### config.mk
export PLATFORM = sky130hd
export DESIGN_NAME = bt656cap_bufsched
export DESIGN_NICKNAME = d
export VERILOG_FILES = /design/src/rtl/bt656cap_bufsched.sv
export SDC_FILE = /design/constraint.sdc
export NUM_CORES = 1
export LEC_CHECK = 0
export BUFFER_PORTS_ARGS = -buffer_cell sky130_fd_sc_hd__buf_2
export CAP_MARGIN = 30
export CORE_MARGIN = 2
export CORE_UTILIZATION = 55
export CTS_CLUSTER_SIZE = 8
export DETAILED_ROUTE_END_ITERATION = 10
export GPL_TIMING_DRIVEN = 0
export HOLD_SLACK_MARGIN = 0.15
export PLACE_DENSITY = 0.86
export SLEW_MARGIN = 10
export SYNTH_ARGS = -nofsm -noshare
export SYNTH_HDL_FRONTEND = slang
export SYNTH_SLANG_ARGS = --single-unit
export TNS_END_PERCENT = 20
### constraint.sdc
create_clock -name sys_clk -period 6.2 [get_ports sys_clk]
set_input_delay 1.24 -clock sys_clk [delete_from_list [all_inputs] [get_ports sys_clk]]
set_output_delay 1.24 -clock sys_clk [all_outputs]
set_load 0.1 [all_outputs]
### src/rtl/bt656cap_bufsched.sv
// rtl/bt656cap_bufsched.sv - BT.656 capture frame-buffer scheduler: free/done address queues, per-frame buffer hand-off, CSR bank
module bt656cap_bufsched #(
    parameter logic [3:0] csr_addr  = 4'h0,
    parameter int         fml_depth = 27
) (
    input  logic                 sys_clk,
    input  logic                 sys_rst,
    input  logic [13:0]          csr_a,
    input  logic                 csr_we,
    input  logic [31:0]          csr_di,
    output logic [31:0]          csr_do,
    output logic                 irq,
    input  logic                 start_of_frame,
    input  logic                 in_frame,
    output logic [fml_depth-6:0] fml_adr_base,
    output logic                 frame_drop
);
    localparam int AW = fml_depth - 5;

    typedef enum logic [1:0] {
        IDLE     = 2'd0,
        WAIT_SOF = 2'd1,
        CAPTURE  = 2'd2,
        DROP     = 2'd3
    } state_t;

    state_t state;

    logic        enable;
    logic        ovf;
    logic [15:0] drop_count;
    logic        in_frame_r;
    logic        fe;

    logic          csr_sel, csr_wr;
    logic          wr0, wr1, wr2, wr3;
    logic          flush;

    logic [AW-1:0] free_mem [0:3];
    logic [1:0]    free_rd, free_wr, free_wr1;
    logic [2:0]    free_count;
    logic [AW-1:0] free_head;

    logic [AW-1:0] done_mem [0:3];
    logic [1:0]    done_rd, done_wr, done_widx;
    logic [2:0]    done_count;
    logic [AW-1:0] done_head;

    logic       sof_take, sof_drop, cap_end;
    logic       done_pop, done_full, done_push, recycle;
    logic [2:0] free_avail;
    logic       free_push0, free_push1;
    logic       ovf_set, drop_inc;

    logic unused_bits;
    assign unused_bits = ^{csr_a[9:2], csr_di[31:fml_depth], csr_di[4:3]};

    assign csr_sel = (csr_a[13:10] == csr_addr);
    assign csr_wr  = csr_sel & csr_we;
    assign wr0     = csr_wr & (csr_a[1:0] == 2'd0);
    assign wr1     = csr_wr & (csr_a[1:0] == 2'd1);
    assign wr2     = csr_wr & (csr_a[1:0] == 2'd2);
    assign wr3     = csr_wr & (csr_a[1:0] == 2'd3);
    assign flush   = wr0 & csr_di[1];

    assign fe        = in_frame_r & ~in_frame;
    assign free_head = free_mem[free_rd];
    assign done_head = done_mem[done_rd];

    // Queue arbitration: the recycled buffer claims free space before a CSR push.
    always_comb begin
        sof_take   = (state == WAIT_SOF) && enable && start_of_frame && (free_count != 3'd0);
        sof_drop   = (state == WAIT_SOF) && enable && start_of_frame && (free_count == 3'd0);
        cap_end    = (state == CAPTURE) && fe;
        done_pop   = wr2 && (done_count != 3'd0);
        done_full  = (done_count == 3'd4) && !done_pop;
        done_push  = cap_end && (flush || !done_full);
        recycle    = cap_end && !flush && done_full;
        free_avail = 3'd4 - free_count + {2'b0, sof_take};
        free_push0 = recycle && (free_avail != 3'd0);
        free_push1 = wr1 && (free_avail > {2'b0, free_push0});
        ovf_set    = (recycle && (free_avail == 3'd0)) || (wr1 && !free_push1);
        drop_inc   = sof_drop || recycle;
        free_wr1   = free_wr + {1'b0, free_push0};
        done_widx  = flush ? 2'd0 : done_wr;
    end

    always_ff @(posedge sys_clk) begin
        if (free_push0)
            free_mem[free_wr] <= fml_adr_base;
        if (free_push1)
            free_mem[free_wr1] <= csr_di[fml_depth-1:5];
        if (done_push)
            done_mem[done_widx] <= fml_adr_base;
    end

    always_ff @(posedge sys_clk or posedge sys_rst) begin
        if (sys_rst) begin
            free_rd    <= 2'd0;
            free_wr    <= 2'd0;
            free_count <= 3'd0;
            done_rd    <= 2'd0;
            done_wr    <= 2'd0;
            done_count <= 3'd0;
        end else begin
            if (flush) begin
                free_rd    <= 2'd0;
                free_wr    <= 2'd0;
                free_count <= 3'd0;
            end else begin
                free_rd    <= free_rd + {1'b0, sof_take};
                free_wr    <= free_wr + {1'b0, free_push0} + {1'b0, free_push1};
                free_count <= free_count + {2'b0, free_push0} + {2'b0, free_push1}
                              - {2'b0, sof_take};
            end
            // A frame-end push coinciding with a flush lands in the freshly cleared queue.
            if (flush) begin
                done_rd    <= 2'd0;
                done_wr    <= {1'b0, done_push};
                done_count <= {2'b0, done_push};
            end else begin
                done_rd    <= done_rd + {1'b0, done_pop};
                done_wr    <= done_wr + {1'b0, done_push};
                done_count <= done_count + {2'b0, done_push} - {2'b0, done_pop};
            end
        end
    end

    always_ff @(posedge sys_clk or posedge sys_rst) begin
        if (sys_rst) begin
            enable     <= 1'b0;
            ovf        <= 1'b0;
            drop_count <= 16'd0;
            irq        <= 1'b0;
            in_frame_r <= 1'b0;
            csr_do     <= 32'd0;
        end else begin
            in_frame_r <= in_frame;
            irq        <= (done_count != 3'd0);
            if (wr0)
                enable <= csr_di[0];
            if (ovf_set)
                ovf <= 1'b1;
            else if (wr0 && csr_di[2])
                ovf <= 1'b0;
            if (wr3)
                drop_count <= 16'd0;
            else if (drop_inc && (drop_count != 16'hFFFF))
                drop_count <= drop_count + 16'd1;
            if (!csr_sel) begin
                csr_do <= 32'd0;
            end else begin
                case (csr_a[1:0])
                    2'd0: csr_do <= {18'd0, state, 1'b0, done_count, 1'b0, free_count,
                                     2'b00, ovf, enable};
                    2'd1: csr_do <= (done_count != 3'd0)
                                    ? {{(32-fml_depth){1'b0}}, done_head, 5'd0} : 32'd0;
                    2'd2: csr_do <= 32'd0;
                    default: csr_do <= {16'd0, drop_count};
                endcase
            end
        end
    end

    always_ff @(posedge sys_clk or posedge sys_rst) begin
        if (sys_rst) begin
            state        <= IDLE;
            fml_adr_base <= '0;
            frame_drop   <= 1'b1;
        end else begin
            case (state)
                IDLE: begin
                    frame_drop <= 1'b1;
                    if (enable)
                        state <= WAIT_SOF;
                end
                WAIT_SOF: begin
                    if (!enable) begin
                        state <= IDLE;
                    end else if (sof_take) begin
                        fml_adr_base <= free_head;
                        frame_drop   <= 1'b0;
                        state        <= CAPTURE;
                    end else if (sof_drop) begin
                        frame_drop <= 1'b1;
                        state      <= DROP;
                    end
                end
                // A repeated start_of_frame keeps the same buffer; enable is not checked mid-frame.
                CAPTURE: begin
                    if (fe) begin
                        frame_drop <= 1'b1;
                        state      <= WAIT_SOF;
                    end
                end
                default: begin
                    if (fe)
                        state <= WAIT_SOF;
                end
            endcase
        end
    end
endmodule

==> impl_metrics.ini <==
[timing]
setup_violations = 0
max_freq_mhz = 171.5
worst_pin_slew_ns = 0.9970
drv_slew = 0
slew_headroom_pct = 32.92
fin_crit_sh_pct = 94.07
final.min_clock_period_ns = 5.832
finalHoldViolCount = 0
skew_ns = 0.01906
grt_setup_unrepaired = no

[finish]
finalInstanceArea_mm2 = 0.01360
drive_above_1_share_pct = 35.19
final_nets = 900
antenna_cells = 0
syn2layout_area_growth_pct = 18.51
final_util_pct = 66.78

[synth]
synth-warning-count = 0
ys_seq_elements = 262
synth_edf_count = 176
yosysTopAreaCell = edfxtp_1
yosysSeqAreaShare_pct = 64.82
avgSynthCellArea_um2 = 16.63
yosysTopAreaCellShare_pct = 46.06
yosys-top-cells-area = edfxtp_1 46%, dfrtp_1 19%, mux4_2 8.6%
netlist_area_mm2 = 0.01147
postSynthCellCount = 690
yosysUniqueCellTypes = 61
synthArstFlopShare_pct = 32.82
synthFlopType = edfxtp_1

[routing]
wl_per_cell_um = 21.95
dr.pass1.iters = 6
routed_via_density = 5.977
drc = 0
drt_wl_total_um = 24830
dr_total_vias = 6760
drt-initial-drc-count = 648
final_antenna_net_count = 0

[global_route]
antenna_found_initial = 0
grt-ovfl-total = 0
grt_max_degree = 54
grtUsageTotal_pct = 23.44
grt_pass1_vias = 7082
grt_pass1_wl_um = 39300

[critical_path]
cp-end-kind = register
reg2reg_depth = 18
regToRegSetupSlack_ns = 0.64
reg2reg_to = free_mem[0][15]$_DFFE_PP_
critPathKind = input port to register
critPathLaunchType = input port
arrival_ns = 6.03
required_ns = 6.40
critPathMaxFanout = 17
r2r-start = state[1]$_DFFE_PP0P_

[die]
row_count = 52
io_pins = 107
coreArea_mm2 = 0.02036
die_area_mm2 = 0.02203
die_h_um = 148.4
initial_core_util_pct = 56.35
die_w_um = 148.4

[power]
power_leakage_uw = 0.005362
power.density_mw_per_mm2 = 373.3
irDropWorstVdd_mv = 0.2355

[run_status]
status = completed

[place]
dp_hpwl_um = 15510
place_area_mm2 = 0.01247
portBuffers = 86
gp_congestion = 0.8394

[hold_path]
hp-class = register to register
hold_end = drop_count[8]$_DFFE_PP0P_
hold_depth = 2
hold_path.startpoint = drop_count[8]$_DFFE_PP0P_

[clocking]
root_buffer = clkbuf_16
clk_pin_slew_ns = 0.05
clock_latency_ns = 0.52
clock_sinks = 262
cts_buffer_depth = 3
cts_buffers = 38
cts_tree = yes
htreeDepth = 2
cts_hold_buf = 0

[flow_run]
maxCapViolCount = 0
## cell usage after synthesis (3+ instances only)
master,count
a211oi_1,5
a21oi_1,14
a222oi_1,7
a22o_1,4
a22oi_1,3
a31o_2,3
and2_1,12
and3_1,5
buf_1,3
buf_2,5
buf_4,13
clkbuf_1,12
dfrtp_1,85
edfxtp_1,176
fa_1,3
ha_1,12
inv_1,16
mux2_1,38
mux2_2,73
mux4_2,44
nand2_1,21
nand2b_1,3
nand3_1,8
nand4_1,3
nor2_1,44
nor2b_1,5
nor3_1,9
nor4b_1,3
o21ai_0,3
o31ai_1,4
or4_1,4
xnor2_1,13
xor2_1,3
## routing by layer
layer | GRT usage (%) | share of wire (%) | up-vias
li1 | - | - | 2980
met2 | 40.07 | 51 | 293
met5 | 0 | 0 | -
met1 | 30.57 | 40 | 3431
met3 | 4.080 | 6.6 | 56
met4 | 8.381 | 2.5 | 0
## critical path, stage by stage
cell and delay (ns):
buf_2 0.10, nand4b_1 0.14, nor2_2 0.46, clkdlybuf4s15_1 0.76, inv_1 0.10, ha_1 0.21, inv_1 0.05, ha_1 0.15
xor2_1 0.20, nor2_1 0.09, a21oi_2 0.37, ha_1 0.32, nor2_1 0.09, nor3_1 0.09, nor3_4 0.34, nor3b_4 0.40
buf_4 0.28, or2_1 0.37, buf_8 0.25
## through the flow
stage | hold WS [ns] | setup WS, ns | instances | total power (µW) | TNS [ns]
final | 0.5828 | 0.3676 | 1131 | 5077 | 0
after detailed placement | 0.5667 | -0.2518 | 1063 | 3167 | -12.14
after global routing | 0.6162 | 0.1092 | 1131 | 5256 | 0
after global placement | 0.5503 | -0.7155 | 1050 | 3124 | -60.47
after floorplan | 0.5142 | 1.049 | 694 | 2948 | 0
after CTS | 0.5757 | 0.2245 | 1130 | 5092 | 0
## report_power, final
part | leakage [µW] | switching (µW) | internal (µW)
registers | 0.00273 | 173 | 2020
logic | 0.00210 | 593 | 370
clock network | 0.000532 | 733 | 1180
## cell usage in the layout, fill, tap and decap left out, drive strengths merged, types with 4 or more instances in the layout
| cell | Yosys | final |
|---|---|---|
| nand3 | 8 | 8 |
| o21ai | 4 | 4 |
| inv | 17 | 19 |
| nor2 | 44 | 44 |
| or4 | 4 | 4 |
| buf | 22 | 122 |
| o31ai | 4 | 4 |
| a211oi | 5 | 5 |
| and2 | 12 | 12 |
| clkbuf | 12 | 76 |
| nand2 | 23 | 23 |
| ha | 12 | 12 |
| xnor2 | 13 | 13 |
| nor2b | 5 | 5 |
| conb | 1 | 5 |
| a22o | 4 | 4 |
| a222oi | 7 | 7 |
| nor3 | 10 | 10 |
| a21oi | 16 | 16 |
| nor3b | 4 | 4 |
| mux2 | 111 | 111 |
| dfrtp | 85 | 85 |
| and3 | 5 | 5 |
| edfxtp | 176 | 176 |
| mux4 | 44 | 44 |
## kinds of logic after synthesis
| group | share of synthesized area, % |
|---|---|
| muxes | 19.62 |
| and+or+nand+nor | 6.444 |
| buffers and inverters | 2.213 |
| adders and majority gates | 1.832 |
| xor gates and xnor gates | 1.221 |
| other | 0.03268 |
| DFF | 64.82 |
| AOI/OAI and AO/OA | 3.816 |
## state kept, by name, summed over array words and instances, names as in the netlist
signal,flops
fml_adr_base,22
irq,1
done_wr,2
free_wr,2
in_frame_r,1
done_rd,2
done_count,3
done_mem,88
ovf,1
free_count,3
free_rd,2
free_mem,88
frame_drop,1
state,2
drop_count,16
enable,1
csr_do,27
## what timing repair did
action                     in CTS  in global routing
resized for setup               0                  3
setup endpoints to repair       0                 39
buffers inserted                0                  0
## worst max-delay path by stage
| stage | from | cells past startpoint | end | slack [ns] |
|---|---|---|---|---|
| after floorplan | start_of_frame | 17 | free_mem[2][0]$_DFFE_PP_ | 1.05 |
| after global placement | csr_a[11] | 6 | done_mem[1][2]$_DFFE_PP_ | -0.72 |
| after detailed placement | start_of_frame | 19 | free_mem[3][6]$_DFFE_PP_ | -0.25 |
| after CTS | start_of_frame | 19 | free_mem[0][15]$_DFFE_PP_ | 0.22 |
| after global routing | start_of_frame | 19 | free_mem[0][15]$_DFFE_PP_ | 0.11 |
| final | start_of_frame | 19 | free_mem[0][15]$_DFFE_PP_ | 0.37 |
## final cells by class
class | count | area, µm²
Clock buffer | 65 | 1084
Inverter | 17 | 66.31
Clock inverter | 2 | 28.78
Sequential cell | 262 | 7438
Multi-Input combinational cell | 381 | 3831
Buffer | 34 | 196.4
Timing Repair Buffer | 100 | 616.8
Tap cell | 270 | 337.8
Fill cell | 1331 | 6765
Note: power is estimated with default switching activity, not from simulation.
